**config.mk**
```make
export PLATFORM = sky130hd
export DESIGN_NAME = restoring_divider_core
export DESIGN_NICKNAME = d
export VERILOG_FILES = /design/src/rtl/restoring_divider_core.sv
export SDC_FILE = /design/constraint.sdc
export NUM_CORES = 1
export LEC_CHECK = 0
export ABC_AREA = 1
export CAP_MARGIN = 20
export CORE_UTILIZATION = 45
export DETAILED_ROUTE_END_ITERATION = 16
export PLACE_DENSITY = 0.65
export SETUP_SLACK_MARGIN = 0.02
export SYNTH_ARGS = -nofsm -noshare
export SYNTH_HDL_FRONTEND = slang
export SYNTH_SLANG_ARGS = --single-unit
```
**constraint.sdc**
```tcl
create_clock -name clk -period 6.45 [get_ports clk]
set_clock_uncertainty 0.2 [all_clocks]
set_input_delay 1.935 -clock clk [delete_from_list [all_inputs] [get_ports clk]]
set_output_delay 1.935 -clock clk [all_outputs]
set_load 0.02 [all_outputs]
```
**src/rtl/restoring_divider_core.sv**
```systemverilog
//------------------------------------------------------------------------------
// Module   : restoring_divider_core
// Purpose  : Sequential unsigned restoring divider, 12-bit dividend by 6-bit
//            divisor, one quotient bit per SUB/RESTORE pair. Start/done
//            handshake; a start held high is not re-accepted until it drops.
//            Optional macro RESDIV_OVF_EN adds the registered ovf output.
// Revision : 1.0  initial release
//------------------------------------------------------------------------------
`default_nettype none

module restoring_divider_core (
  input  logic        clk,
  input  logic        rst_n,
  input  logic [11:0] dividend,
  input  logic [5:0]  divisor,
  input  logic        start,
  output logic [5:0]  quotient,
  output logic [6:0]  rem,
  output logic        done
`ifdef RESDIV_OVF_EN
  ,
  output logic        ovf
`endif
);

  localparam logic [2:0] S_IDLE      = 3'd0;
  localparam logic [2:0] S_LOAD      = 3'd1;
  localparam logic [2:0] S_SUB       = 3'd2;
  localparam logic [2:0] S_RESTORE   = 3'd3;
  localparam logic [2:0] S_FINISH    = 3'd4;
  localparam logic [2:0] S_DONE_WAIT = 3'd5;

  logic [2:0]  state_q, state_d;
  logic [11:0] dvd_q, dvd_d;        // latched dividend
  logic [5:0]  dvs_q, dvs_d;        // latched divisor
  logic [7:0]  r_q, r_d;            // partial remainder; bit 7 is the sign of T
  logic [5:0]  q_q, q_d;            // quotient under construction
  logic [2:0]  idx_q, idx_d;        // current quotient bit index
  logic [5:0]  quotient_q, quotient_d;
  logic [6:0]  rem_q, rem_d;
  logic        done_q, done_d;
`ifdef RESDIV_OVF_EN
  logic        ovf_path_q, ovf_path_d;
  logic        ovf_q, ovf_d;
`endif

  logic [5:0]  w_dlow;
  logic        w_dbit;

  // Low dividend bits are shifted in one per iteration, MSB first.
  assign w_dlow = dvd_q[5:0];
  assign w_dbit = w_dlow[idx_q];

  // Next-state and datapath computation for the divider FSM.
  always_comb begin
    state_d    = state_q;
    dvd_d      = dvd_q;
    dvs_d      = dvs_q;
    r_d        = r_q;
    q_d        = q_q;
    idx_d      = idx_q;
    quotient_d = quotient_q;
    rem_d      = rem_q;
    done_d     = done_q;
`ifdef RESDIV_OVF_EN
    ovf_path_d = ovf_path_q;
    ovf_d      = ovf_q;
`endif
    case (state_q)
      S_IDLE: begin
        if (start) begin
          // Operands are captured on the accepting edge so later input
          // changes cannot disturb the running division.
          dvd_d   = dividend;
          dvs_d   = divisor;
          done_d  = 1'b0;
          state_d = S_LOAD;
        end
      end
      S_LOAD: begin
        idx_d = 3'd5;
        q_d   = 6'd0;
        r_d   = {2'b00, dvd_q[11:6]};
        // A high half not below the divisor (including divisor 0) would
        // need more than 6 quotient bits: saturate instead of iterating.
        if (dvd_q[11:6] >= dvs_q) begin
          q_d     = 6'h3F;
          r_d     = 8'h7F;
`ifdef RESDIV_OVF_EN
          ovf_path_d = 1'b1;
`endif
          state_d = S_FINISH;
        end else begin
`ifdef RESDIV_OVF_EN
          ovf_path_d = 1'b0;
`endif
          state_d = S_SUB;
        end
      end
      S_SUB: begin
        r_d     = {r_q[6:0], w_dbit} - {2'b00, dvs_q};
        state_d = S_RESTORE;
      end
      S_RESTORE: begin
        if (r_q[7]) begin
          // Trial subtraction went negative: add the divisor back.
          r_d        = r_q + {2'b00, dvs_q};
          q_d[idx_q] = 1'b0;
        end else begin
          q_d[idx_q] = 1'b1;
        end
        if (idx_q == 3'd0) begin
          state_d = S_FINISH;
        end else begin
          idx_d   = idx_q - 3'd1;
          state_d = S_SUB;
        end
      end
      S_FINISH: begin
        quotient_d = q_q;
        rem_d      = r_q[6:0];
        done_d     = 1'b1;
`ifdef RESDIV_OVF_EN
        ovf_d      = ovf_path_q;
`endif
        state_d    = S_DONE_WAIT;
      end
      S_DONE_WAIT: begin
        if (!start) begin
          state_d = S_IDLE;
        end
      end
      default: begin
        state_d = S_IDLE;
      end
    endcase
  end

  // State and datapath registers with asynchronous active-low clear.
  always_ff @(posedge clk or negedge rst_n) begin
    if (!rst_n) begin
      state_q    <= S_IDLE;
      dvd_q      <= 12'd0;
      dvs_q      <= 6'd0;
      r_q        <= 8'd0;
      q_q        <= 6'd0;
      idx_q      <= 3'd0;
      quotient_q <= 6'd0;
      rem_q      <= 7'd0;
      done_q     <= 1'b0;
`ifdef RESDIV_OVF_EN
      ovf_path_q <= 1'b0;
      ovf_q      <= 1'b0;
`endif
    end else begin
      state_q    <= state_d;
      dvd_q      <= dvd_d;
      dvs_q      <= dvs_d;
      r_q        <= r_d;
      q_q        <= q_d;
      idx_q      <= idx_d;
      quotient_q <= quotient_d;
      rem_q      <= rem_d;
      done_q     <= done_d;
`ifdef RESDIV_OVF_EN
      ovf_path_q <= ovf_path_d;
      ovf_q      <= ovf_d;
`endif
    end
  end

  assign quotient = quotient_q;
  assign rem      = rem_q;
  assign done     = done_q;
`ifdef RESDIV_OVF_EN
  assign ovf      = ovf_q;
`endif

endmodule

`default_nettype wire

```
## Yosys cells after proc, flatten, opt, wreduce, memory -nomap -nowiden

Cells that the tools add are included.

| word-level totals | value |
|---|---|
| bits in registers | 52 |
| bits of input ports | 21 |
| output and inout port bits | 14 |
| word-level logic and storage cells | 58 |

| cells by class | value |
|---|---|
| add/subtract/negate cells | 3 |
| magnitude comparators | 3 |
| eq/ne operators | 9 |
| mux-type cells | 19 |
| bitwise gates (word level) | 3 |
| reduce and logical (&&, ||, !) cells | 11 |

Operator list:

| operator | count |
|---|---|
| 8-bit one-hot mux with 3 select lines | 1 |
| 3-bit one-hot mux with 6 select lines | 1 |
| 3-bit two-way mux | 5 |
| 6-bit two-way mux | 2 |
| 6-bit one-hot mux with 2 select lines | 1 |
| 2-bit AND reduction | 5 |
| 8-bit by 6-bit adder with 8-bit output | 1 |
| 8-bit two-way mux | 1 |
| 2-bit != test, second input constant | 4 |
| 8-bit by 6-bit subtractor with 8-bit output | 1 |
| 7-bit two-way mux | 1 |
| 6-bit bitwise AND | 1 |
| 3-bit by 2-bit equality test with 1-bit output, second input constant | 2 |
| 3-bit equality test, second input constant | 2 |
| 6-bit greater-or-equal comparator | 1 |
| 3-bit logical NOT | 2 |
| 6-bit NOT | 1 |
| 6-bit bitwise OR | 1 |
| 3-bit one-hot mux with 2 select lines | 1 |
| 3-bit by 4-bit less-than comparator with 1-bit output, second input constant | 1 |
| 2-bit nonzero test | 2 |
| 1-bit binary-select mux with 3-bit select | 1 |
| 1-bit demux with 3-bit select | 1 |
| 3-bit by 1-bit equality test with 1-bit output, second input constant | 1 |
| other kinds (6) | 8 |

## Logic depth before layout (Yosys ltp)

Gate-level depths: netlist of run 1.

| depth | value |
|---|---|
| depth after elaboration | 8 |
| gate-level depth with buffers | 16 |
| mapped depth without buffers | 16 |

## Worst setup path before layout of run 1

Ideal clock, no wire load.

| timing path | value |
|---|---|
| kind | input -> register |
| from | in start |
| to | reg dvs_q[5] |
| setup time | 0.129 ns |
| data arrival time | 2.487 ns |
| required time | 6.121 ns |
| slack | 3.634 ns |
| stages | 4 |
| path buffers | 1 |
| cells stage by stage | nand3_1 inv_2 clkbuf_1 o21ai_1 |

| between the ends | value |
|---|---|
| longest elaborated chain between the ends | 1 |

Ends and longest elaborated chain:

| item | RTL line | RTL |
|---|---|---|
| from (decl) | 16 | `input logic start,` |
| 2-bit AND reduction (no line) | - |  |
| to (signal assigned) | 158 | `dvs_q <= dvs_d;` |
| to (decl) | 35 | `logic [5:0] dvs_q, dvs_d;` |

No other way between the ends.
A chain may end at the register's enable or synchronous reset.

## Worst setup path after layout of run 1

| timing path | value |
|---|---|
| from | reg rem_q[2], in the netlist rem[2] |
| to | out rem[2] |

RTL lines:

| item | RTL line | RTL |
|---|---|---|
| from (decl) | 40 | `logic [6:0] rem_q, rem_d;` |
| from (signal assigned) | 163 | `rem_q <= rem_d;` |
| to (decl) | 18 | `output logic [6:0] rem,` |

No word-level cell between the ends.

==> results of run 1 <==
==> layer usage <==
layer	up-vias	share of wire	GRT usage	routed length, µm
li1	1361	-	-	-
met1	1195	0.48	0.299	3250
met2	76	0.45	0.330	3040
met3	12	0.062	0.0350	424
met5	-	0	0	0
met4	0	0.017	0.0636	114
==> power groups by stage <==
stage | Combinational [mW] | Clock, mW | Sequential [mW]
after floorplan | 0.896 | 0 | 0.637
after global placement | 1.21 | 0 | 0.624
after detailed placement | 1.24 | 0 | 0.628
after CTS | 1.25 | 0.278 | 0.621
after global routing | 1.44 | 0.290 | 0.644
final | 1.25 | 0.271 | 0.622
==> cells in the mapped netlist <==
master / instances / area (µm²)
a21boi_0: 1 / 7.51
a21o_1: 1 / 7.51
a21oi_1: 10 / 50.1
a21oi_4: 1 / 16.3
a22o_1: 1 / 8.76
a22oi_1: 3 / 22.5
a31oi_1: 4 / 25.0
buf_2: 1 / 5.00
buf_4: 1 / 7.51
buf_6: 1 / 11.3
clkbuf_1: 4 / 15.0
dfrtp_1: 52 / 1300
fa_1: 2 / 40.0
ha_1: 21 / 263
inv_1: 44 / 165
inv_2: 8 / 30.0
mux2_2: 8 / 90.1
nand2_1: 122 / 458
nand2_2: 1 / 6.26
nand2_4: 1 / 11.3
nand3_1: 29 / 145
nand3b_1: 5 / 37.5
nand4_1: 8 / 50.1
nor2_1: 21 / 78.8
nor2_2: 1 / 6.26
nor2_4: 1 / 11.3
nor2_8: 2 / 40.0
nor3_1: 5 / 25.0
nor3_4: 1 / 16.3
nor4_1: 1 / 6.26
o211ai_1: 2 / 15.0
o21ai_0: 21 / 105
o21ai_1: 4 / 20.0
o221ai_1: 1 / 8.76
o22ai_1: 2 / 12.5
xor2_1: 1 / 8.76
==> cells by family (layout without fill, tap and decap cells) <==
group / Yosys count / count (layout)
buf+inv: 59 / 95
flops: 52 / 52
simple gates: 198 / 198
mux: 8 / 8
fa+ha+maj: 23 / 23
compound gates: 51 / 51
xor+xnor: 1 / 1
==> path summary, 6_finish.rpt <==
check                         start     endpoint  slack, ns  depth (start not counted)
setup / recovery             rem[2]       rem[2]       3.04                          1
hold / removal                 done         done       0.30                          2
setup reg to reg           idx_q[0]       r_q[4]       3.79                         15
hold reg to reg                done         done       0.30                          2
max in group asynchronous     rst_n       r_q[0]       4.09                          2
min in group asynchronous     rst_n  quotient[4]       1.52                          2
==> layout make-up <==
| type | count | share of cell area |
|---|---|---|
| clock inverters | 3 | 0.0188 |
| clock buffers | 5 | 0.0188 |
| multi-input cells | 281 | 0.434 |
| well taps | 80 | 0.0273 |
| repair buffers | 35 | 0.0934 |
| flip-flops and latches | 52 | 0.355 |
| inverters | 52 | 0.0532 |
==> flow_metrics.tcl, run 1 <==
set metrics [dict create \
    status "finished, final reports clean" \
    root_buffer "clkbuf_8" \
    required_ns 4.32 \
    design_area_um2 3670 \
    design.portCount 35 \
    critPathMaxFanout 2 \
    track_usage 0.210 \
    fmax_mhz 293 \
    power_switching_mw 1.01 \
    vias 2644 \
    crit_type "reg -> out" \
    synth_area_um2 3130 \
    cpMaxStageDelayCell "clkdlybuf4s50_1" \
    die_w_um 85.4 \
    grt_pass1_vias 2450 \
    postPlaceCellArea_um2 3530 \
    critPathBufInv 1 \
    yosysSeqAreaShare 0.416 \
    grt_antenna_before_repair 0 \
    fillCellCount 629 \
    wl_per_cell_um 13.4 \
    cts_buffers 5 \
    synth-compound-area-share 0.0956 \
    regArea_um2 1300 \
    slowest_delay_ns 0.61 \
    hold_buffers 0 \
    gp_congestion 0.859 \
    synth_adder_area_share 0.0968 \
    initial_core_util 0.463 \
    synth_cells 392 \
    worst_pin_slew_ns 0.842 \
    total_power_mw 2.14 \
    crit_family "buffers and inverters" \
    post_cts_resized 0 \
    period_share 0.528 \
    path_cells "clkdlybuf4s50_1" \
    syn_nets 436 \
    p_seq_frac 0.290 \
    p_comb_frac 0.583 \
    fin_tns_setup_ns 0 \
    fin_nets 471 \
    clkTransAtPathRegs_ns 0.10 \
    p_int_mw 1.13 \
    crit_arrival_ns 1.27 \
    postCtsSetupBuffers 0 \
    clk_path_buf_depth 2 \
    clk-insertion-delay-late_ns 0.31 \
    fin_cells 508 \
    syn_to_final_growth_pct 17.3 \
    rsz0062_at_grt "no" \
    viasPerCell 5.20 \
    post-dp-hpwl_mm 5.10 \
    yosys.area_share.xor_xnor 0.00280 \
    period_needed_ns 3.41 \
    ys_ff_latch 52 \
    p_sw_frac 0.473 \
    synth-simple-area-share 0.285 \
    synth_top_family_by_area "simple AND/OR/NAND/NOR gates" \
    grt_overflow_total 0 \
    routed_wl_mm 6.83 \
    num_antenna_cells 0 \
    portBuffers 34 \
    ant_nets 0 \
    post-route-drc-count 0 \
    drt_iter0_drc 148 \
    drt-pass1-iter-count 5 \
    avgSynthCellArea_um2 7.98 \
    rows 30 \
    final_common_cell "nand2_1" \
    drv_cap 0 \
    htreeDepth 2 \
    dpl.cell_count 500 \
    final_hold_viol_count 0 \
    p_clk_frac 0.127 \
    drive_above_1_share 0.0794 \
    layout_common_cells "122 x nand2_1, 52 x dfrtp_1, 44 x inv_1" \
    fin_ws_ns 3.04 \
    ys_warn_count 0 \
    grt_pass1_wl_mm 12.0 \
    core-area_um2 6760 \
    relSlewSlack 0.437 \
    multi_input_area_um2 1590 \
    min_path_type "reg -> reg" \
    cp-end-kind "output port" \
    synth_cell_type_count 36 \
    power.leakage_nw 1.86 \
    pre_cts_ws_ns 2.71 \
    start_kind "flip-flop" \
    synthMuxAreaShare 0.0288 \
    p_per_area_nw_per_um2 584 \
    grt_max_degree 53 \
    dieArea_um2 7290 \
    finish.utilization 0.543 \
    tritoncts "yes" \
    cts.sinks 52 \
    die_h_um 85.4 \
    slew_viol_final 0 \
    setup_viol 0 \
    timing.hold.ws_ns 0.295 \
    ir_worst_vdd_mv 0.221 \
]
Note: power is estimated with default switching activity, not from simulation.
==> inputs of run 2 (changes only) <==
clock period = 3.45 ns   (was 6.45 ns; I/O delays follow)
==> run 2 against run 1 <==
Global-route usage rose by 0.14 points. Power up 83%. Largest cell class unchanged. Design area down 0.41%. Final cell count rose by 0.20%. Flip-flop and latch count is the same. Count of clock-buffer cells in the layout is the same. Worst setup slack got worse by 2.2 ns. Critical path depth up 14. Sequential share of layout area is 0.15 points higher. Highest routed layer unchanged. Non-clock buffer count grew 1.
==> flow_metrics.tcl, run 2 (same netlist as run 1, synthesis figures left out) <==
set metrics [dict create \
    design.portCount 35 \
    fillCellCount 654 \
    relSlewSlack 0.460 \
    rsz0062_at_grt "no" \
    use_met1 0.292 \
    whs_path_depth 2 \
    met3_usage 0.0340 \
    clk_path_buf_depth 2 \
    drt-pass1-iter-count 4 \
    worst_r2r_endpoint "r_q[4]" \
    die_h_um 85.4 \
    fin_ws_ns 0.793 \
    rr_worst_depth 15 \
    grt_max_degree 28 \
    min_path_type "reg -> reg" \
    grt_pass1_wl_mm 11.9 \
    track_usage 0.211 \
    routed_wl_mm 6.85 \
    clk-insertion-delay-late_ns 0.32 \
    p_per_area_nw_per_um2 1070 \
    dieArea_um2 7290 \
    pre_cts_ws_ns 0.613 \
    root_buffer "clkbuf_8" \
    layout_common_cells "122 x nand2_1, 52 x dfrtp_1, 44 x inv_1" \
    syn_to_final_growth_pct 16.8 \
    fin_tns_setup_ns 0 \
    timing.hold.ws_ns 0.292 \
    tritoncts "yes" \
    drv_cap 0 \
    crit_type "reg -> reg" \
    post-dp-hpwl_mm 5.25 \
    worst_pin_slew_ns 0.808 \
    regArea_um2 1300 \
    rows 30 \
    hold_start "done" \
    status "finished, final reports clean" \
    hold_buffers 0 \
    crit_family "simple AND/OR/NAND/NOR gates" \
    fmax_mhz 376 \
    fin_cells 509 \
    path_common_cell "nand3_1" \
    ant_nets 0 \
    grt_antenna_before_repair 0 \
    total_power_mw 3.92 \
    slew_viol_final 0 \
    gp_congestion 0.897 \
    period_share 0.770 \
    post-route-drc-count 0 \
    timing.reg2reg.setup_slack_ns 0.79 \
    start_kind "flip-flop" \
    cts_buffers 5 \
    postCtsSetupBuffers 0 \
    fin_nets 472 \
    postPlaceCellArea_um2 3540 \
    slowest_delay_ns 0.42 \
    finish.utilization 0.541 \
    post_cts_resized 0 \
    initial_core_util 0.463 \
    drt_iter0_drc 156 \
    viasPerCell 5.14 \
    num_antenna_cells 0 \
    grtUsageMet2 0.347 \
    power.leakage_nw 1.85 \
    period_needed_ns 2.66 \
    final_hold_viol_count 0 \
    cpMaxStageDelayCell "fa_1" \
    dpl.cell_count 501 \
    wl_per_cell_um 13.5 \
    drive_above_1_share 0.0816 \
    final_common_cell "nand2_1" \
    grt_busiest_layer "met2" \
    required_ns 3.46 \
    ir_worst_vdd_mv 0.372 \
    clkTransAtPathRegs_ns 0.10 \
    htreeDepth 2 \
    cp-end-kind "flip-flop" \
    multi_input_area_um2 1590 \
    critPathBufInv 3 \
    crit_arrival_ns 2.66 \
    grt_overflow_total 0 \
    die_w_um 85.4 \
    critPathMaxFanout 8 \
    portBuffers 34 \
    path_cells "inv_1, nand3_1, inv_1, a22oi_1, o211ai_1, nor2_1, ha_1, inv_1, fa_1, nand3_1, nand3b_1, nand3_1, nand3_1, nand3_1, nand2_1" \
    core-area_um2 6760 \
    setup_viol 0 \
    r2r-start "idx_q[0]" \
    cts.sinks 52 \
    design_area_um2 3650 \
    hold_end "done" \
    grt_pass1_vias 2441 \
    vias 2616 \
]
run 2: worst max-delay path by stage:
stage | cells past startpoint | to | startpoint
floorplan | 15 | r_q[4] | idx_q[0]
global placement | 4 | dvd_q[10] | start
detailed placement | 4 | dvs_q[2] | start
CTS | 15 | r_q[4] | idx_q[0]
global route | 15 | r_q[4] | idx_q[1]
finish | 15 | r_q[4] | idx_q[0]
run 2: final cells by class:
| class | instances | area share |
|---|---|---|
| multi-input combinational | 281 | 0.436 |
| sequential | 52 | 0.356 |
| timing repair buffer | 36 | 0.0959 |
| inverter | 52 | 0.0534 |
| tap | 80 | 0.0274 |
| clock buffer | 5 | 0.0188 |
| clock inverter | 3 | 0.0127 |
run 2: report_power, final:
| group | switching [mW] | internal [mW] |
|---|---|---|
| registers | 0.250 | 0.912 |
| logic | 1.41 | 0.908 |
| clock network | 0.220 | 0.220 |
| total | 1.88 | 2.04 |
run 2: tightest hold or removal path, stage by stage, from the launching register on:
cell and delay [ns]:
dfrtp_1 0.36, nand2_1 0.05, nand2_1 0.05
run 2: metal layers:
metal,wire (µm),part of all wire
met2,3110,0.45
met3,231,0.034
met4,106,0.015
met5,0,0
met1,3400,0.50
==> inputs of run 3 (changes only) <==
PLACE_DENSITY = 0.68   (was 0.65)
clock period = 2.2 ns   (was 3.45 ns; I/O delays follow)
==> run 3 against run 2 <==
Power is 68% higher. Final cell count up 4.7%. Via count up 4.9%. Flip-flop and latch count unchanged. Hold slack worse by 0.16 ns. Largest cell class unchanged. Combinational power rose by 81%. Wire length grew 6.2%. The run now ends with design-rule violations, negative setup slack left.
==> flow_metrics.tcl, run 3 (same netlist as run 1, synthesis figures left out) <==
set metrics [dict create \
    setup_viol 7 \
    grt_max_degree 53 \
    grt_pass1_vias 2617 \
    core-area_um2 6760 \
    layout_common_cells "119 x nand2_1, 51 x dfrtp_1, 37 x inv_1" \
    worst_pin_slew_ns 0.396 \
    drt_iter0_drc 182 \
    status "complete, but fails checks" \
    p_per_area_nw_per_um2 1680 \
    critPathLaunch "idx_q[1]" \
    wl_per_cell_um 13.6 \
    design.portCount 35 \
    ant_nets 0 \
    drive_above_1_share 0.183 \
    syn_to_final_growth_pct 25.7 \
    root_buffer "clkbuf_8" \
    p_clk_frac 0.090 \
    portBuffers 34 \
    drv_cap 0 \
    required_ns 2.26 \
    start_kind "flip-flop" \
    fin_ws_ns -0.228 \
    relSlewSlack 0.736 \
    p_seq_frac 0.275 \
    failed_checks "design-rule violations, negative setup slack" \
    grt_overflow_total 0 \
    fmax_mhz 412 \
    power.leakage_nw 2.03 \
    cts.sinks 52 \
    min_path_type "in -> async" \
    clk_path_buf_depth 2 \
    cp-end-kind "flip-flop" \
    final_hold_viol_count 0 \
    htreeDepth 2 \
    r2r-start "idx_q[1]" \
    vias 2744 \
    p_comb_frac 0.635 \
    ir_worst_vdd_mv 0.706 \
    slew_viol_final 0 \
    post-route-drc-count 1 \
    p_int_mw 3.41 \
    period_share 1.10 \
    final_common_cell "nand2_1" \
    critPathMaxFanout 4 \
    post-dp-hpwl_mm 5.42 \
    grt_pass1_wl_mm 12.5 \
    rows 30 \
    num_antenna_cells 0 \
    tritoncts "yes" \
    viasPerCell 5.15 \
    grt_antenna_before_repair 0 \
    routed_wl_mm 7.27 \
    finish.utilization 0.582 \
    dieArea_um2 7290 \
    total_power_mw 6.60 \
    clkTransAtPathRegs_ns 0.09 \
    p_sw_frac 0.483 \
    rsz0062_at_grt "yes" \
    drt-pass1-iter-count 10 \
    cts_buffers 5 \
    clk-insertion-delay-late_ns 0.32 \
    track_usage 0.221 \
    period_needed_ns 2.43 \
    hold_buffers 0 \
    fin_nets 496 \
    crit_type "reg -> reg" \
    initial_core_util 0.463 \
    die_h_um 85.4 \
    die_w_um 85.4 \
    crit_arrival_ns 2.49 \
    power_switching_mw 3.19 \
    gp_congestion 0.875 \
]
[run 3: changes by cell type in the layout (fill, tap and decap cells not counted), sizes merged]
cell           before  now
clkdlybuf4s50      33   28
dlymetal6s2s        0    5
bufinv              1    0
clkbuf              5    6
buf                 3   27
[run 3: metal layers]
layer / share of wire / vias to the layer above / track usage
li1: - / 1404 / -
met1: 0.50 / 1269 / 0.310
met2: 0.45 / 61 / 0.355
met3: 0.032 / 10 / 0.0292
met4: 0.017 / 0 / 0.0758
met5: 0 / - / 0
[run 3: final timing paths]
path	to	slack (ns)	cells past startpoint
worst max-delay path	r_q[6]	-0.23	16
worst min-delay path	quotient[1]	0.13	2
worst max register to register	r_q[6]	-0.23	16
worst min register to register	quotient[5]	0.28	2
max in group asynchronous	idx_q[2]	1.43	2
min in group clk	quotient[5]	0.28	2
[run 3: what timing repair did]
item / 4_1_cts / 5_1_grt
setup buffers: 8 / 1
resized for setup: 20 / 10
setup endpoints to repair: 7 / 13
endpoints found under the hold margin: 0 / 0
pin swaps: 19 / 12
[run 3: cell type report]
| class | instances | area, µm² |
|---|---|---|
| fillers | 624 | 2820 |
| multi-input cells | 281 | 1670 |
| flip-flops and latches | 52 | 1300 |
| repair buffers | 60 | 563 |
| inverters | 52 | 198 |
| well taps | 80 | 100 |
| clock buffers | 6 | 82.6 |
| clock inverters | 2 | 13.8 |
[run 3: power groups by stage]
stage | clock, mW | combinational, mW | sequential, mW
floorplan | 0 | 2.65 | 1.87
global placement | 0 | 3.79 | 1.80
detailed placement | 0 | 3.89 | 1.82
CTS | 0.609 | 4.10 | 1.82
global route | 0.647 | 4.74 | 1.88
finish | 0.595 | 4.19 | 1.82
[run 3: per-stage QoR]
step	setup TNS, ns	setup slack, ns	hold slack (ns)	area (µm²)	instances
after floorplan	-0.131	-0.0443	0.164	3140	392
after global placement	-0.594	-0.156	0.262	3680	516
after detailed placement	-1.07	-0.237	0.262	3680	516
after CTS	-0.799	-0.217	0.134	3890	532
after global routing	-2.21	-0.428	0.145	3930	533
final	-0.958	-0.228	0.127	3930	533
[run 3: worst max-delay path, cell delays in order, from the launching register on]
cell	delay, ns
dfrtp_1	0.43
inv_2	0.08
nand3_2	0.10
inv_2	0.05
a22oi_2	0.15
o211ai_1	0.12
nor2_2	0.15
ha_2	0.18
inv_2	0.03
fa_2	0.37
nand4_1	0.12
nand3_1	0.08
nand2_1	0.07
nand3_1	0.06
nand2_1	0.07
nand2_1	0.05
nand2_1	0.05
